===== src/rtl/ctrl_pkg.sv =====
// Shared definitions for the ctrl_seq microsequencer.
// Covers state encodings, opcodes, the strobe bundle and instruction-length helpers.
package ctrl_pkg;

  typedef enum logic [2:0] {
    StT0   = 3'd0,
    StT1   = 3'd1,
    StT2   = 3'd2,
    StT3   = 3'd3,
    StT4   = 3'd4,
    StHalt = 3'd5
  } state_e;

  localparam logic [3:0] OpNop = 4'h0;
  localparam logic [3:0] OpLda = 4'h1;
  localparam logic [3:0] OpAdd = 4'h2;
  localparam logic [3:0] OpSub = 4'h3;
  localparam logic [3:0] OpSta = 4'h4;
  localparam logic [3:0] OpLdi = 4'h5;
  localparam logic [3:0] OpJmp = 4'h6;
  localparam logic [3:0] OpJz  = 4'h7;
  localparam logic [3:0] OpOut = 4'hE;
  localparam logic [3:0] OpHlt = 4'hF;

  typedef struct packed {
    logic pc_oe;
    logic pc_inc;
    logic pc_load;
    logic mar_write;
    logic ram_read;
    logic ram_write;
    logic ir_write;
    logic ir_oe;
    logic a_write;
    logic a_oe;
    logic b_write;
    logic alu_oe;
    logic alu_sub;
    logic out_write;
  } strobes_t;

  // Instructions with a memory operand need T3; ALU ops also need T4.
  function automatic logic uses_t3(logic [3:0] op);
    return (op == OpLda) || (op == OpAdd) || (op == OpSub) || (op == OpSta);
  endfunction

  function automatic logic uses_t4(logic [3:0] op);
    return (op == OpAdd) || (op == OpSub);
  endfunction

endpackage


===== src/rtl/ctrl_decode.sv =====
// Combinational strobe decode from state and opcode.
// Optional feature macro: CTRL_JZ_EN (opcode 0x7 executes as JZ).
module ctrl_decode
  import ctrl_pkg::*;
(
  input  state_e      state,
  input  logic [3:0]  opcode,
  input  logic        run,
  input  logic        rst,
  input  logic        zero_flag,
  output strobes_t    strb
);

`ifndef CTRL_JZ_EN
  logic unused_zero_flag;
  assign unused_zero_flag = zero_flag;
`endif

  always_comb begin
    strb = '0;
    if (!rst) begin
      case (state)
        StT0: begin
          // Fetch address only goes out when the machine is actually fetching.
          strb.pc_oe     = run;
          strb.mar_write = run;
        end
        StT1: begin
          strb.ram_read = 1'b1;
          strb.ir_write = 1'b1;
          strb.pc_inc   = 1'b1;
        end
        StT2: begin
          case (opcode)
            OpLda, OpAdd, OpSub, OpSta: begin
              strb.ir_oe     = 1'b1;
              strb.mar_write = 1'b1;
            end
            OpLdi: begin
              strb.ir_oe   = 1'b1;
              strb.a_write = 1'b1;
            end
            OpJmp: begin
              strb.ir_oe   = 1'b1;
              strb.pc_load = 1'b1;
            end
`ifdef CTRL_JZ_EN
            OpJz: begin
              strb.ir_oe   = zero_flag;
              strb.pc_load = zero_flag;
            end
`endif
            OpOut: begin
              strb.a_oe      = 1'b1;
              strb.out_write = 1'b1;
            end
            default: ;
          endcase
        end
        StT3: begin
          case (opcode)
            OpLda: begin
              strb.ram_read = 1'b1;
              strb.a_write  = 1'b1;
            end
            OpAdd, OpSub: begin
              strb.ram_read = 1'b1;
              strb.b_write  = 1'b1;
            end
            OpSta: begin
              strb.a_oe      = 1'b1;
              strb.ram_write = 1'b1;
            end
            default: ;
          endcase
        end
        StT4: begin
          if (uses_t4(opcode)) begin
            strb.alu_oe  = 1'b1;
            strb.a_write = 1'b1;
            strb.alu_sub = (opcode == OpSub);
          end
        end
        default: ;
      endcase
    end
  end

endmodule


===== src/rtl/ctrl_seq.sv =====
// Microcoded T-state sequencer for a simple accumulator machine.
// Optional feature macro: CTRL_JZ_EN (opcode 0x7 executes as JZ).
module ctrl_seq
  import ctrl_pkg::*;
(
  input  logic        clk,
  input  logic        rst,
  input  logic        run,
  input  logic [15:0] ir_in,
  input  logic        zero_flag,
  output logic        pc_oe,
  output logic        pc_inc,
  output logic        pc_load,
  output logic        mar_write,
  output logic        ram_read,
  output logic        ram_write,
  output logic        ir_write,
  output logic        ir_oe,
  output logic        a_write,
  output logic        a_oe,
  output logic        b_write,
  output logic        alu_oe,
  output logic        alu_sub,
  output logic        out_write,
  output logic        halted,
  output logic [2:0]  tstate
);

  state_e     state_q, state_d;
  logic [3:0] opcode;
  strobes_t   strb;

  logic unused_operand;
  assign unused_operand = ^ir_in[11:0];

  assign opcode = ir_in[15:12];

  always_ff @(posedge clk) begin
    if (rst) begin
      state_q <= StT0;
    end else begin
      state_q <= state_d;
    end
  end

  always_comb begin
    state_d = state_q;
    case (state_q)
      StT0:    state_d = run ? StT1 : StT0;
      StT1:    state_d = StT2;
      StT2: begin
        if (opcode == OpHlt) begin
          state_d = StHalt;
        end else if (uses_t3(opcode)) begin
          state_d = StT3;
        end else begin
          state_d = StT0;
        end
      end
      StT3:    state_d = uses_t4(opcode) ? StT4 : StT0;
      StT4:    state_d = StT0;
      StHalt:  state_d = StHalt;
      default: state_d = StT0;
    endcase
  end

  ctrl_decode u_decode (
    .state     (state_q),
    .opcode    (opcode),
    .run       (run),
    .rst       (rst),
    .zero_flag (zero_flag),
    .strb      (strb)
  );

  assign pc_oe     = strb.pc_oe;
  assign pc_inc    = strb.pc_inc;
  assign pc_load   = strb.pc_load;
  assign mar_write = strb.mar_write;
  assign ram_read  = strb.ram_read;
  assign ram_write = strb.ram_write;
  assign ir_write  = strb.ir_write;
  assign ir_oe     = strb.ir_oe;
  assign a_write   = strb.a_write;
  assign a_oe      = strb.a_oe;
  assign b_write   = strb.b_write;
  assign alu_oe    = strb.alu_oe;
  assign alu_sub   = strb.alu_sub;
  assign out_write = strb.out_write;

  assign halted = (state_q == StHalt);
  assign tstate = state_q;

endmodule


===== config.mk =====
export PLATFORM = sky130hd
export DESIGN_NAME = ctrl_seq
export DESIGN_NICKNAME = d
export VERILOG_FILES = /design/src/rtl/ctrl_pkg.sv /design/src/rtl/ctrl_decode.sv /design/src/rtl/ctrl_seq.sv
export SDC_FILE = /design/constraint.sdc
export NUM_CORES = 1
export LEC_CHECK = 0
export CAP_MARGIN = 20
export CORE_UTILIZATION = 25
export DETAILED_ROUTE_END_ITERATION = 16
export PLACE_DENSITY_LB_ADDON = 0.08
export SLEW_MARGIN = 5
export SYNTH_ARGS = -nofsm -noshare
export SYNTH_HDL_FRONTEND = slang
export SYNTH_HIERARCHICAL = 1
export SYNTH_SLANG_ARGS = --single-unit

===== constraint.sdc =====
create_clock -name clk -period 1 [get_ports clk]
set_input_delay 0.1 -clock clk [delete_from_list [all_inputs] [get_ports clk]]
set_output_delay 0.1 -clock clk [all_outputs]
set_load 0.01 [all_outputs]

# Word-level counts from Yosys, hierarchy flattened
# Cells that the tools add are included.
dict set report op_classes {
  n_eq_ne 13
  n_mux 29
  n_reduce_logical 9
}
# cell n
set op_table {}
lappend op_table {{$mux 1} 18}
lappend op_table {{$pmux 3 s5} 1}
lappend op_table {{$mux 14} 1}
lappend op_table {{$eq 4x3->1 const B} 3}
lappend op_table {{$eq 4x2->1 const B} 2}
lappend op_table {{$eq 4x4->1 const B} 2}
lappend op_table {{$eq 3x2->1 const B} 2}
lappend op_table {{$eq 3x3->1 const B} 2}
lappend op_table {{$mux 2} 3}
lappend op_table {{$mux 3} 2}
lappend op_table {{$pmux 1 s2} 3}
lappend op_table {{$reduce_or 6->1} 1}
lappend op_table {{$eq 4x1->1 const B} 1}
lappend op_table {{$logic_or 1x1->1} 4}
lappend op_table {{$reduce_or 4->1} 1}
lappend op_table {{$eq 3x1->1 const B} 1}
lappend op_table {{$logic_not 3->1} 1}
lappend op_table {{$pmux 1 s3} 1}
lappend op_table {{$reduce_or 3->1} 1}
lappend op_table {{$reduce_or 2->1} 1}
dict set report totals {
  ff_bits 3
  input_bits 20
  output_inout_bits 18
  wordCells 52
}

# Depth between registers and ports, before layout
# Gate-level depths: netlist of run 1.
dict set report logic_depth {
  ltp_word 7
  depth_mapped 4
  ltp_nobuf 4
}

# Cells and area by module
# Netlist of run 1, hierarchy kept.
# module n_inst cells_each area_each_um2 seq_area_each_um2
set modules_own_cells {}
lappend modules_own_cells {ctrl_decode 1 32 209.0 0.0}
lappend modules_own_cells {ctrl_seq 1 22 173.9 60.1}

# Worst setup path after synthesis of run 1
# Ideal clock, no wire load.
dict set report synth_path {
  path_type {flip-flop to output port}
  start {register state_q[0], in the netlist tstate[0]}
  end {output a_write}
  arrival_time_ns 1.139
  t_required_ns 0.900
  slack_ns -0.239
  path_stages_with_launch 4
  path_buffers 0
  cell_sequence {dfxtp_1 -> nor3_1 -> and4_2 -> a31o_2}
}
dict set report synth_between {
  elab_chain_len 3
  elab_cells_between_ends 5
  classes_between {eq/ne (3); mux (2)}
}
# element line
set synth_lines {}
lappend synth_lines {{start: declaration} ctrl_seq.sv:29} ;# state_e state_q, state_d;
lappend synth_lines {{start signal: assignment} ctrl_seq.sv:40} ;# state_q <= StT0;
lappend synth_lines {{start signal: assignment} ctrl_seq.sv:42} ;# state_q <= state_d;
lappend synth_lines {{$eq 3x3->1 or $eq 3x2->1 (tied branches)} ctrl_decode.sv:22} ;# case (state)
lappend synth_lines {{$pmux 1 s3 (*)} ctrl_decode.sv:22}
lappend synth_lines {{$mux 14 (*)} ctrl_decode.sv:21} ;# if (!rst) begin
lappend synth_lines {{end: declaration} ctrl_seq.sv:19} ;# output logic a_write,
# Every way passes the cells marked *; elsewhere a longest branch is shown, timed or not.

# Worst setup path in the final report of run 1
# Same ends and word-level chain as after synthesis.

==> results.json, run 1 <==
{
  "status": "finished, violations left",
  "violations": "setup timing",
  "synth_cell_type_count": 31,
  "cts_root_buf": "clkbuf_4",
  "yosys.area.top_type": "dfxtp_1",
  "die_w_um": 41.1,
  "critPathMaxFanout": 6,
  "ys_seq_area_share_pct": 15.7,
  "die_h_um": 41.1,
  "cts_tree": "built",
  "ys.flop_type": "dfxtp_1",
  "fin_ws_ps": -401,
  "clockBufferDepth": 2,
  "vias_per_cell": 5.02,
  "nNetsFinal": 127,
  "ys_warn_count": 6,
  "num_vias": 608,
  "grt_max_degree": 10,
  "diodes": 0,
  "utilization_pct": 71.4,
  "critPathMaxStageDelay_ps": 370,
  "drc_errors": 0,
  "ys_ff_latch": 3,
  "grt_antenna_before_repair": 0,
  "area_growth_pct": 155,
  "die_area_um2": 1690,
  "cp_slowest_cell": "dfxtp_4",
  "grt_pass1_wl_mm": 2.06,
  "seq_power_share_pct": 21.5,
  "drive_gt1_share_pct": 69.8,
  "slew_violations": 0,
  "synth_edf_count": 0,
  "path_clk_slew_ps": 40,
  "p_sw_uw": 203,
  "wl_per_cell_um": 12.5,
  "rsz0062_at_grt": "yes",
  "finalCritPeriodShare_pct": 140,
  "cts_inserted_buffers": 3,
  "largest_register_ff_count": 3,
  "synthesis.area_um2": 383,
  "power_frac_comb_pct": 44.7,
  "power.share.clock_pct": 33.8,
  "max_freq_mhz": 714,
  "synthArstFlopShare_pct": 0,
  "rows": 13,
  "max_slew_margin_pct": 81.6,
  "fin_hold_ws_ps": 446,
  "grt_use_total_pct": 18.1,
  "worstPathCellList": "xor2_1 -> and3_4 -> a31o_2 -> buf_6",
  "cp-end-kind": "output port",
  "worstMarginPinSlew_ps": 276,
  "ios": 38,
  "start_util_pct": 28.0,
  "crit_required_ps": 900,
  "final_hold_viol_count": 0,
  "syn_inst": 54,
  "synthMostInstantiatedCell": "nor2_1",
  "fin_crit_ps": 1400,
  "clk-insertion-delay-late_ps": 240,
  "routabilityCongestion": 0.728,
  "peakVddDrop_mv": 0.388,
  "grt_pass1_vias": 499,
  "synth_nets": 74,
  "fin_skew_ps": 10.6,
  "avgSynthCellArea_um2": 7.09,
  "p_leak_uw": 0.000453,
  "worstSetupPathType": "reg -> out",
  "ant_nets": 0,
  "timing.max_cap.violations": 0,
  "synth_common_cells": "nor2_1, a21oi_1, dfxtp_1, nand3_1, o21ai_0",
  "wl_mm": 1.52,
  "crit_arrival_ps": 1300,
  "finalSetupViolations": 20,
  "dp_hpwl_um": 948,
  "netlist.area_leader.share_pct": 15.7,
  "htree_levels": 1,
  "synthTopCellsByArea": "dfxtp_1, nor2_1, a21oi_1",
  "gr-total-overflow": 0,
  "drt-initial-drc-count": 10,
  "hp-class": "in -> reg",
  "io_buffers": 24,
  "p_int_uw": 440,
  "cts.sinks": 3,
  "switching_share_pct": 31.5,
  "powerDensity_nw_per_um2": 659,
  "cp-start-kind": "flop",
  "fp.coreArea_um2": 1370,
  "detail_route.first_pass.iterations": 4
}
-- worst paths after layout --
path,depth (start not counted),start,endpoint,slack (ps)
setup / recovery,4,tstate[0]$_SDFF_PP0_,a_write,-400
hold / removal,3,rst,tstate[2]$_SDFF_PP0_,450
setup reg to reg,5,tstate[0]$_SDFF_PP0_,tstate[2]$_SDFF_PP0_,-220
hold reg to reg,4,tstate[1]$_SDFF_PP0_,tstate[0]$_SDFF_PP0_,750
-- per-stage QoR --
step                      setup TNS [ps]  instances  cell area (um^2)  setup slack (ps)  total power [uW]
after detailed placement          -12760        108               785              -849               356
after global routing               -6110        121               976              -436               683
after CTS                          -5040        120               907              -399               616
after global placement            -12700        108               785              -849               356
after floorplan                     -105         54               417             -33.9               220
final                              -5060        121               976              -401               643
-- kinds of logic after synthesis --
family	Yosys count	synth area share, %
and+or+nand+nor	36	58.5
AOI/OAI and AO/OA	11	17.6
DFF	3	15.7
buffers and inverters	3	5.88
xor gates and xnor gates	1	2.29
-- worst max-delay path: cells and delay by family (launching register included) --
family	cells	cell delay, ps
AOI/OAI and AO/OA	1	200
xor gates and xnor gates	1	180
buffers and inverters	1	120
DFF	1	370
and+or+nand+nor	1	200
-- cell type report --
type / count / area [um^2]
sequential: 3 / 68.8
fill: 117 / 390
tap: 15 / 18.8
timing repair buffer: 50 / 457
clock buffer: 4 / 26.3
inverter: 1 / 3.75
multi-input combinational: 48 / 402
-- power by group through the flow --
stage	Combinational, uW	Sequential, uW	Clock, uW
floorplan	76.6	144	0
global placement	216	139	0
detailed placement	217	139	0
CTS	263	138	215
global route	308	139	237
finish	288	138	218
-- per-layer routing --
layer	up-vias	wire, um	track usage [%]
met5	-	0	0
met4	0	0	4.84
met3	0	67	1.63
met2	20	757	31.3
met1	279	692	23.6
li1	309	-	-
-- placed cells by master (no fill, tap or decap), drive strengths merged --
cell type / netlist / final
buf: 2 / 44
nor2: 8 / 8
dlygate4sd2: 0 / 5
clkbuf: 0 / 4
o21ai: 3 / 3
nand3: 3 / 3
dfxtp: 3 / 3
and3: 3 / 3
a21oi: 3 / 3
nand3b: 2 / 2
nand4: 2 / 2
or3: 2 / 2
nor3b: 2 / 2
nor2b: 2 / 2
a31oi: 2 / 2
a31o: 2 / 2
nand2: 2 / 2
inv: 1 / 1
and4b: 1 / 1
nand2b: 1 / 1
or2: 1 / 1
nor4b: 1 / 1
a21o: 1 / 1
clkdlybuf4s50: 0 / 1
and4bb: 1 / 1
nor3: 1 / 1
and3b: 1 / 1
nand4b: 1 / 1
xor2: 1 / 1
and4: 1 / 1
and2: 1 / 1
-- repair_timing --
action / 4_1_cts / 5_1_grt
gates resized for setup: 104 / 17
setup buffers: 8 / 3
pin swaps: 16 / 7
hold buffers: 0 / 0
endpoints found under the setup margin: 21 / 20
hold endpoints to repair: 0 / 0
(Power assumes the default switching activity.)
==> run 2, diff against run 1 <==
--- a/config.mk
+++ b/config.mk
@@ -8,6 +8,7 @@
 export CAP_MARGIN = 20
 export CORE_UTILIZATION = 25
 export DETAILED_ROUTE_END_ITERATION = 16
+export GPL_ROUTABILITY_DRIVEN = 1
 export PLACE_DENSITY_LB_ADDON = 0.08
 export SLEW_MARGIN = 5
 export SYNTH_ARGS = -nofsm -noshare
==> results of run 2 <==
No change in the layout: final DEF, timing and power equal those of run 1.
==> run 3, diff against run 2 <==
--- a/config.mk
+++ b/config.mk
@@ -5,7 +5,6 @@
 export SDC_FILE = /design/constraint.sdc
 export NUM_CORES = 1
 export LEC_CHECK = 0
-export CAP_MARGIN = 20
 export CORE_UTILIZATION = 25
 export DETAILED_ROUTE_END_ITERATION = 16
 export GPL_ROUTABILITY_DRIVEN = 1
==> results of run 3 <==
No change in the layout: final DEF, timing and power equal those of run 1.
